File: config.mk
export PLATFORM = sky130hd
export DESIGN_NAME = fxp_div_seq
export DESIGN_NICKNAME = d
export VERILOG_FILES = /design/src/rtl/fxp_div_seq.sv
export SDC_FILE = /design/constraint.sdc
export NUM_CORES = 1
export LEC_CHECK = 0
export CAP_MARGIN = 20
export CORE_MARGIN = 5
export CORE_UTILIZATION = 39
export DETAILED_ROUTE_END_ITERATION = 12
export GPL_TIMING_DRIVEN = 0
export SYNTH_ARGS = -nofsm -noshare
export SYNTH_HDL_FRONTEND = slang
export SYNTH_SLANG_ARGS = --single-unit
export TNS_END_PERCENT = 100
File: constraint.sdc
create_clock -name clk -period 6 [get_ports clk]
set_clock_uncertainty 0.15 [all_clocks]
set_input_delay 1.5 -clock clk [delete_from_list [all_inputs] [get_ports clk]]
set_output_delay 1.5 -clock clk [all_outputs]
set_load 0.01 [all_outputs]
File: src/rtl/fxp_div_seq.sv
// Signed fixed-point restoring divider, q = a / b, one quotient bit per enabled cycle.
// Latency: done after start edge + dataWidth+fracWidth+1 edges (+1 with rounding); b==0 after +1 edge.
// Backpressure: start accepted only in IDLE with ce=1; start while busy is dropped; ce=0 stalls.
//
// Ports: clk, rst (async, active-high), ce, start, a/b (signed Q operands) in;
//        busy, done (1-cycle pulse), q (saturated signed Q), ovf, dz out.
// Optional macro FXP_DIV_ROUND_EN: one extra guard-bit iteration, magnitude rounded half away from zero.
module fxp_div_seq #(
    parameter int dataWidth = 16,
    parameter int fracWidth = 14
) (
    input  logic                 clk,
    input  logic                 rst,
    input  logic                 ce,
    input  logic                 start,
    input  logic [dataWidth-1:0] a,
    input  logic [dataWidth-1:0] b,
    output logic                 busy,
    output logic                 done,
    output logic [dataWidth-1:0] q,
    output logic                 ovf,
    output logic                 dz
);

`ifdef FXP_DIV_ROUND_EN
    localparam int NQ = dataWidth + fracWidth + 1;
`else
    localparam int NQ = dataWidth + fracWidth;
`endif
    localparam int CW = $clog2(NQ + 1);

    localparam logic [1:0] S_IDLE   = 2'd0;
    localparam logic [1:0] S_CALC   = 2'd1;
    localparam logic [1:0] S_FINISH = 2'd2;

    localparam logic [dataWidth-1:0] Q_MAX = {1'b0, {(dataWidth-1){1'b1}}};
    localparam logic [dataWidth-1:0] Q_MIN = {1'b1, {(dataWidth-1){1'b0}}};
    // Largest magnitudes representable for positive / negative results.
    localparam logic [NQ-1:0] POS_LIM = {{(NQ-dataWidth+1){1'b0}}, {(dataWidth-1){1'b1}}};
    localparam logic [NQ-1:0] NEG_LIM = {{(NQ-dataWidth){1'b0}}, 1'b1, {(dataWidth-1){1'b0}}};

    logic [1:0]           state_q, state_d;
    logic [CW-1:0]        cnt_q, cnt_d;
    logic [NQ-1:0]        dvd_q, dvd_d;    // dividend bits still to be shifted in, MSB first
    logic [dataWidth-1:0] rem_q, rem_d;    // partial remainder, always < |b|
    logic [NQ-1:0]        quo_q, quo_d;
    logic [dataWidth-1:0] div_q, div_d;    // |b|
    logic                 sign_q, sign_d;
    logic                 aneg_q, aneg_d;
    logic                 bz_q, bz_d;
    logic [dataWidth-1:0] q_q, q_d;
    logic                 ovf_q, ovf_d;
    logic                 dz_q, dz_d;
    logic                 done_q, done_d;

    logic [dataWidth-1:0] a_mag, b_mag;
    logic [dataWidth:0]   rem_shift, trial;
    logic                 borrow;
    logic [NQ-1:0]        qm;

    // |0x8000| wraps to 0x8000, which is the correct unsigned magnitude.
    assign a_mag = a[dataWidth-1] ? -a : a;
    assign b_mag = b[dataWidth-1] ? -b : b;

    assign rem_shift = {rem_q, dvd_q[NQ-1]};
    assign trial     = rem_shift - {1'b0, div_q};
    // Since rem_shift < 2*|b|, the top bit of the difference is exactly the borrow.
    assign borrow    = trial[dataWidth];

`ifdef FXP_DIV_ROUND_EN
    // (x + 1) >> 1 written as (x >> 1) + x[0] so no carry bit is discarded.
    assign qm = {1'b0, quo_q[NQ-1:1]} + {{(NQ-1){1'b0}}, quo_q[0]};
`else
    assign qm = quo_q;
`endif

    always_comb begin
        state_d = state_q;
        cnt_d   = cnt_q;
        dvd_d   = dvd_q;
        rem_d   = rem_q;
        quo_d   = quo_q;
        div_d   = div_q;
        sign_d  = sign_q;
        aneg_d  = aneg_q;
        bz_d    = bz_q;
        q_d     = q_q;
        ovf_d   = ovf_q;
        dz_d    = dz_q;
        done_d  = 1'b0;   // pulse clears on every edge, independent of ce
        if (ce) begin
            case (state_q)
                S_IDLE: begin
                    if (start) begin
                        sign_d  = a[dataWidth-1] ^ b[dataWidth-1];
                        aneg_d  = a[dataWidth-1];
                        div_d   = b_mag;
                        dvd_d   = {a_mag, {(NQ-dataWidth){1'b0}}};
                        rem_d   = '0;
                        quo_d   = '0;
                        cnt_d   = CW'(NQ);
                        bz_d    = (b == '0);
                        state_d = (b == '0) ? S_FINISH : S_CALC;
                    end
                end
                S_CALC: begin
                    dvd_d = {dvd_q[NQ-2:0], 1'b0};
                    rem_d = borrow ? rem_shift[dataWidth-1:0] : trial[dataWidth-1:0];
                    quo_d = {quo_q[NQ-2:0], ~borrow};
                    cnt_d = cnt_q - CW'(1);
                    if (cnt_q == CW'(1)) begin
                        state_d = S_FINISH;
                    end
                end
                S_FINISH: begin
                    state_d = S_IDLE;
                    done_d  = 1'b1;
                    if (bz_q) begin
                        q_d   = aneg_q ? Q_MIN : Q_MAX;
                        ovf_d = 1'b0;
                        dz_d  = 1'b1;
                    end else begin
                        dz_d = 1'b0;
                        if (!sign_q) begin
                            ovf_d = (qm > POS_LIM);
                            q_d   = (qm > POS_LIM) ? Q_MAX : qm[dataWidth-1:0];
                        end else begin
                            // A zero magnitude negates to +0, so no special case is needed.
                            ovf_d = (qm > NEG_LIM);
                            q_d   = (qm > NEG_LIM) ? Q_MIN : -qm[dataWidth-1:0];
                        end
                    end
                end
                default: state_d = S_IDLE;
            endcase
        end
    end

    always_ff @(posedge clk or posedge rst) begin
        if (rst) begin
            state_q <= S_IDLE;
            cnt_q   <= '0;
            dvd_q   <= '0;
            rem_q   <= '0;
            quo_q   <= '0;
            div_q   <= '0;
            sign_q  <= 1'b0;
            aneg_q  <= 1'b0;
            bz_q    <= 1'b0;
            q_q     <= '0;
            ovf_q   <= 1'b0;
            dz_q    <= 1'b0;
            done_q  <= 1'b0;
        end else begin
            state_q <= state_d;
            cnt_q   <= cnt_d;
            dvd_q   <= dvd_d;
            rem_q   <= rem_d;
            quo_q   <= quo_d;
            div_q   <= div_d;
            sign_q  <= sign_d;
            aneg_q  <= aneg_d;
            bz_q    <= bz_d;
            q_q     <= q_d;
            ovf_q   <= ovf_d;
            dz_q    <= dz_d;
            done_q  <= done_d;
        end
    end

    assign busy = (state_q != S_IDLE);
    assign done = done_q;
    assign q    = q_q;
    assign ovf  = ovf_q;
    assign dz   = dz_q;

endmodule

Word-level counts from Yosys, hierarchy flattened
Index checks and enable logic that the tools add are counted.
{ "word_totals": {"wordCells": 60, "romBits": 0, "input_bits": 36, "latch_bits": 0, "reg_bits": 121, "out_inout_bits": 20, "mem_bits_rw": 0, "n_memories": 0} }
{ "op_classes": {"bitwise": 2, "reduce_logical": 8, "n_mux": 25, "n_lt_le_gt_ge": 2, "n_mul": 0, "n_div": 0, "eq_ne": 5, "shift": 0, "addsub": 5} }
{ "op_table": {"columns": ["cell", "count"], "rows": [
  ["16-bit 2-to-1 mux", 9],
  ["30-bit one-hot mux with 2 select lines", 2],
  ["30-bit 2-to-1 mux", 2],
  ["16-bit negator", 3],
  ["16-bit one-hot mux with 2 select lines", 1],
  ["30-bit by 15-bit greater-than comparator with 1-bit output (second input constant)", 1],
  ["30-bit by 16-bit greater-than comparator with 1-bit output (second input constant)", 1],
  ["17-bit by 16-bit subtractor with 17-bit output", 1],
  ["16-bit zero test", 1],
  ["5-bit one-hot mux with 2 select lines", 1],
  ["3-bit AND reduction", 3],
  ["2-bit 2-to-1 mux", 3],
  ["5-bit by 1-bit equality test with 1-bit output (second input constant)", 1],
  ["1-bit 2-to-1 mux", 5],
  ["5-bit 2-to-1 mux", 1],
  ["5-bit by 1-bit subtractor with 5-bit output (second input constant)", 1],
  ["2-bit != test (second input constant)", 2],
  ["2-bit one-hot mux with 2 select lines", 1],
  ["2-bit nonzero test", 2],
  ["2-bit by 1-bit equality test with 1-bit output (second input constant)", 1],
  ["2-bit equality test (second input constant)", 1],
  ["2-bit zero test", 1],
  ["2-bit AND reduction", 1],
  ["1-bit NOT", 1],
  ["1-bit bitwise XOR", 1]
]} }

Depth between registers and ports, before layout
{ "depth": {"word_depth": 4, "mapped_depth": 12, "depth_no_buf": 11} }

Worst setup path after synthesis
Ideal clock, no wire load.
{ "synth_path": {"path_kind": "input to register", "from": "in a[6]", "to": "reg dvd_q[27]", "path_stages": 7, "path_slack_ns": 2.388, "path_buffers": 0, "setup_ns": 0.126, "t_arrival_ns": 3.336, "required_ns": 5.724, "path_cell_list": "or4_4 > or4_1 > or2_2 > o31ai_4 > xnor2_1 > a221oi_1 > nor2_1"} }
{ "synth_between": {"elab_chain_len": 4} }
{ "synth_rtl": {"columns": ["element", "line_no", "source"], "rows": [
  ["start: declaration", "16", "input logic [dataWidth-1:0] a,"],
  ["16-bit negator", "62", "assign a_mag = a[dataWidth-1] ? -a : a;"],
  ["16-bit 2-to-1 mux", "62", null],
  ["30-bit 2-to-1 mux", "94", "if (start) begin"],
  ["30-bit one-hot mux with 2 select lines", "92", "case (state_q)"],
  ["end signal: assignment", "157", "dvd_q <= dvd_d;"],
  ["end: declaration", "44", "logic [NQ-1:0] dvd_q, dvd_d;"]
]} }
Every way passes these cells. The select of a mux whose other input is x is not followed.
A chain may end at the register's enable or synchronous reset.

Final worst setup path
Same ends and word-level chain as after synthesis.

==> Flow_metrics.wiki <==
{| class="wikitable"
! Metric !! Value
|-
| CTS sink cnt || roughly 110
|-
| Number of cell instances on the worst register-to-register path || 12
|-
| Period utilization || 64.0%
|-
| Hold Violations, Final || 0
|-
| H-Tree Level Count || 3
|-
| Global route overflow || 0
|-
| Final number of setup-violating endpoints || 0
|-
| Number of enable-type register cells in the synthesized netlist || 0
|-
| TritonCTS clock tree || yes
|-
| Nature of the critical path endpoint || flip-flop
|-
| DIE AREA || about 0.018 mm²
|-
| Origin of the worst setup path || a[6]
|-
| Sequential fraction of the synthesis area || between 40% and 50%
|-
| Fillers || 1501
|-
| Ys Warns || 0
|-
| Antenna violations before repair || 0
|-
| Final weighted congestion in routability-driven placement || between 0.9 and 1
|-
| Actual slew at the worst max-slew pin || between 1000 and 1500 ps
|-
| Path type of the worst setup path || input port to flip-flop
|-
| Largest net degree at the start of global routing || between 50 and 60
|-
| Vert. Die Dim || around 140 µm
|-
| Quantity of gates resized following cts || 0
|-
| Setup TNS || 0 ps
|-
| Layout cell share with drive strength beyond 1 || 5.26%
|-
| Post-CTS setup-driven buffer insertion count || 0
|-
| Number of global-route vias before repair || between 5k and 6k
|-
| Buffers from clock root to sink, at most || 2
|-
| Std-Cell Core Area || roughly 0.016 mm²
|-
| Top post-synthesis cells by area || sky130_fd_sc_hd__dfrtp_1 43%, sky130_fd_sc_hd__o21ai_0 6.5%, sky130_fd_sc_hd__nand2_1 4.9%, sky130_fd_sc_hd__ha_1 4.2%, sky130_fd_sc_hd__a22o_1 4.0%
|-
| Source-to-sink clock delay at the later pin of the worst-skew pair || 350 ps
|-
| Clk root buf || sky130_fd_sc_hd__clkbuf_16
|-
| Capture point of the critical path || dvd_q[27]
|-
| Status || finished clean
|-
| First-pass GRT wire length || around 25000 µm
|-
| Number of max-slew violations in the final report || 0
|-
| Number of placed instances, taps included || between 900 and 1k
|-
| Average routed wire per standard cell || around 15 µm
|-
| Port buffer count || 54
|-
| P per Cell Area || just under 600 mW/mm²
|-
| Cell Area, Synth || 0.00619 mm²
|-
| Initial core utilization || about two fifths
|-
| Std cell rows || 46
|-
| Net count, final || ~790
|-
| Max-cap violations || 0
|-
| Start of the worst register-to-register path || dvd_q[29]
|-
| HPWL Detailed || roughly 11000 µm
|-
| Final min period || 3840 ps
|-
| Clk pwr share || 15.5%
|-
| Vias per std cell || ~5.4
|-
| Fmax || between 0.2 and 0.3 GHz
|-
| Violation count after the first detailed-routing iteration || approximately 350
|-
| Layout area overhead || 19.3%
|-
| Clock-pin slew on the worst setup and hold paths || around 70 ps
|-
| P_leak || 3.27 nW
|-
| Dominant synthesized flop cell || sky130_fd_sc_hd__dfrtp_1
|-
| Synthesized flop and latch total || 107
|-
| Net load switching power || between 1.5 and 2 mW
|-
| Cell-internal power || 2.53 mW
|-
| Fin cells || 957
|-
| Length of the first detailed-routing pass in iterations || 4
|-
| Asr flop ratio synth || 100%
|-
| Proportion of power drawn by combinational gates || between 50% and 60%
|-
| Sequential cell fraction of total power || 28.5%
|-
| Overall routing resource usage || about 17%
|-
| Reg2reg end || rem_q[1]
|-
| Hold buffer count at cts || 0
|-
| Minimum setup slack among reg-to-reg paths || ~2500 ps
|-
| Total vias in the final route || 5191
|-
| Post-Synthesis Cells || 670
|-
| Post-synth top area cell || sky130_fd_sc_hd__dfrtp_1
|-
| Max IR drop VDD || approximately 200 µV
|-
| Unrepaired setup endpoints after global routing || false
|-
| Antenna Cells || 0
|-
| Synthesized net count || 728
|-
| Category of the worst setup path launch point || input port
|-
| Most frequent cells in the layout || 107 x sky130_fd_sc_hd__dfrtp_1, 80 x sky130_fd_sc_hd__nand2_1, 80 x sky130_fd_sc_hd__o21ai_0
|-
| Fraction of power spent switching nets || 42.6%
|-
| Mean Syn Cell Area || ~9.2 µm²
|-
| PnR Total Power || approximately 4.4 mW
|-
| Path type of the worst min-delay path || flip-flop to flip-flop
|-
| Headroom to the max-slew limit || between 20% and 30%
|-
| Crit path max fanout || 4
|-
| Number of nets with antenna violations after detailed routing || 0
|-
| Total routed wirelength || between 10000 and 15000 µm
|-
| Required time at the endpoint of the critical path || between 6000 and 7000 ps
|-
| Most common library cell in the layout ignoring fill and taps || sky130_fd_sc_hd__dfrtp_1
|-
| Critical Path AT || between 3000 and 4000 ps
|-
| Distinct cells, synth || between 50 and 60
|-
| Number of buffers created by CTS || 9
|-
| Number of DRC violations after detailed routing || 0
|-
| Overall die width || 136 µm
|-
| Share of Yosys cell area claimed by the top area cell type || a little over two fifths
|-
| Count of pins on the block boundary || 56
|}
## power by group through the flow
stage | clock [mW] | combinational (mW) | sequential (mW)
CTS | 0.698 | 2.46 | 1.25
floorplan | 0 | 1.84 | 1.22
finish | 0.684 | 2.46 | 1.25
global route | 0.728 | 2.75 | 1.30
detailed placement | 0 | 2.45 | 1.26
global placement | 0 | 2.38 | 1.25
## critical path, stage by stage
cell and delay [ps]:
sky130_fd_sc_hd__clkdlybuf4s50_1 460, sky130_fd_sc_hd__or4_4 570, sky130_fd_sc_hd__or4_1 420, sky130_fd_sc_hd__or2_2 360
sky130_fd_sc_hd__o31ai_4 190, sky130_fd_sc_hd__xnor2_1 100, sky130_fd_sc_hd__a221oi_1 260, sky130_fd_sc_hd__nor2_1 70
## synthesized netlist by cell type, drive strengths merged, types with 5 or more instances
cell type  number
a22o           29
a22oi          14
o31ai          11
nand2          80
mux2i          19
ha             21
a21oi          36
nor3            8
o41ai           6
clkbuf         30
xnor2          16
nand2b          6
or3            13
nor2           39
inv            34
dfrtp         107
or2             6
a21o            7
a221o           5
xor2           26
a31oi           9
nand3          11
or4             6
nor4            5
nor2b           7
o21ai          80
## cell type report
cell class	count	area, µm²	area share, %
buffer	33	150	2.04
timing repair buffer	55	568	7.70
clock buffer	9	225	3.05
multi-input combinational	496	3230	43.8
clock inverter	7	125	1.70
tap	216	270	3.66
inverter	34	130	1.76
sequential	107	2680	36.3
## state kept, by name, summed over array words and instances, names as in the netlist
name / count
qm: 30
rem_q: 16
cnt_q: 5
dz: 1
dvd_q: 16
ovf: 1
sign_q: 1
state_q: 2
bz_q: 1
aneg_q: 1
div_q: 16
q: 16
done: 1
## routing by layer
metal / up-vias / share of wire [%] / track usage [%]
li1: 2548 / - / -
met1: 2515 / 47 / 21.8
met2: 115 / 47 / 27.4
met3: 13 / 4.2 / 4.00
met4: 0 / 1.2 / 4.09
met5: - / 0 / 0
## worst min path at each step
stage | startpoint | endpoint | slack [ps] | depth (start not counted)
detailed placement | dz | dz | 320 | 2
global placement | dz | dz | 310 | 2
finish | div_q[10] | div_q[10] | 330 | 2
global route | dz | dz | 370 | 2
CTS | dz | dz | 340 | 2
floorplan | div_q[15] | div_q[15] | 290 | 2
## per-stage QoR
stage                     utilization (%)  hold WS [ps]  instance area (µm²)  setup slack (ps)
final                                47.0           328                 7380              2160
after detailed placement             44.7           319                 7030              1790
after global placement               44.5           312                 7000              84.0
after CTS                            47.0           336                 7380              2160
after floorplan                         -           293                 6190              1530
after global routing                 47.0           368                 7380              2030
## cells by family (layout without fill, tap and decap cells)
group / after synthesis / after routing / synth area share, %
adder cells (fa/ha/maj): 22 / 22 / 4.57
XOR/XNOR: 42 / 42 / 6.07
multiplexers: 19 / 19 / 3.07
AND/OR/NAND/NOR: 192 / 192 / 15.0
buffers and inverters: 67 / 138 / 4.49
flip-flops: 107 / 107 / 43.3
AO/OA/AOI/OAI: 221 / 221 / 23.5
(Power assumes the default switching activity.)
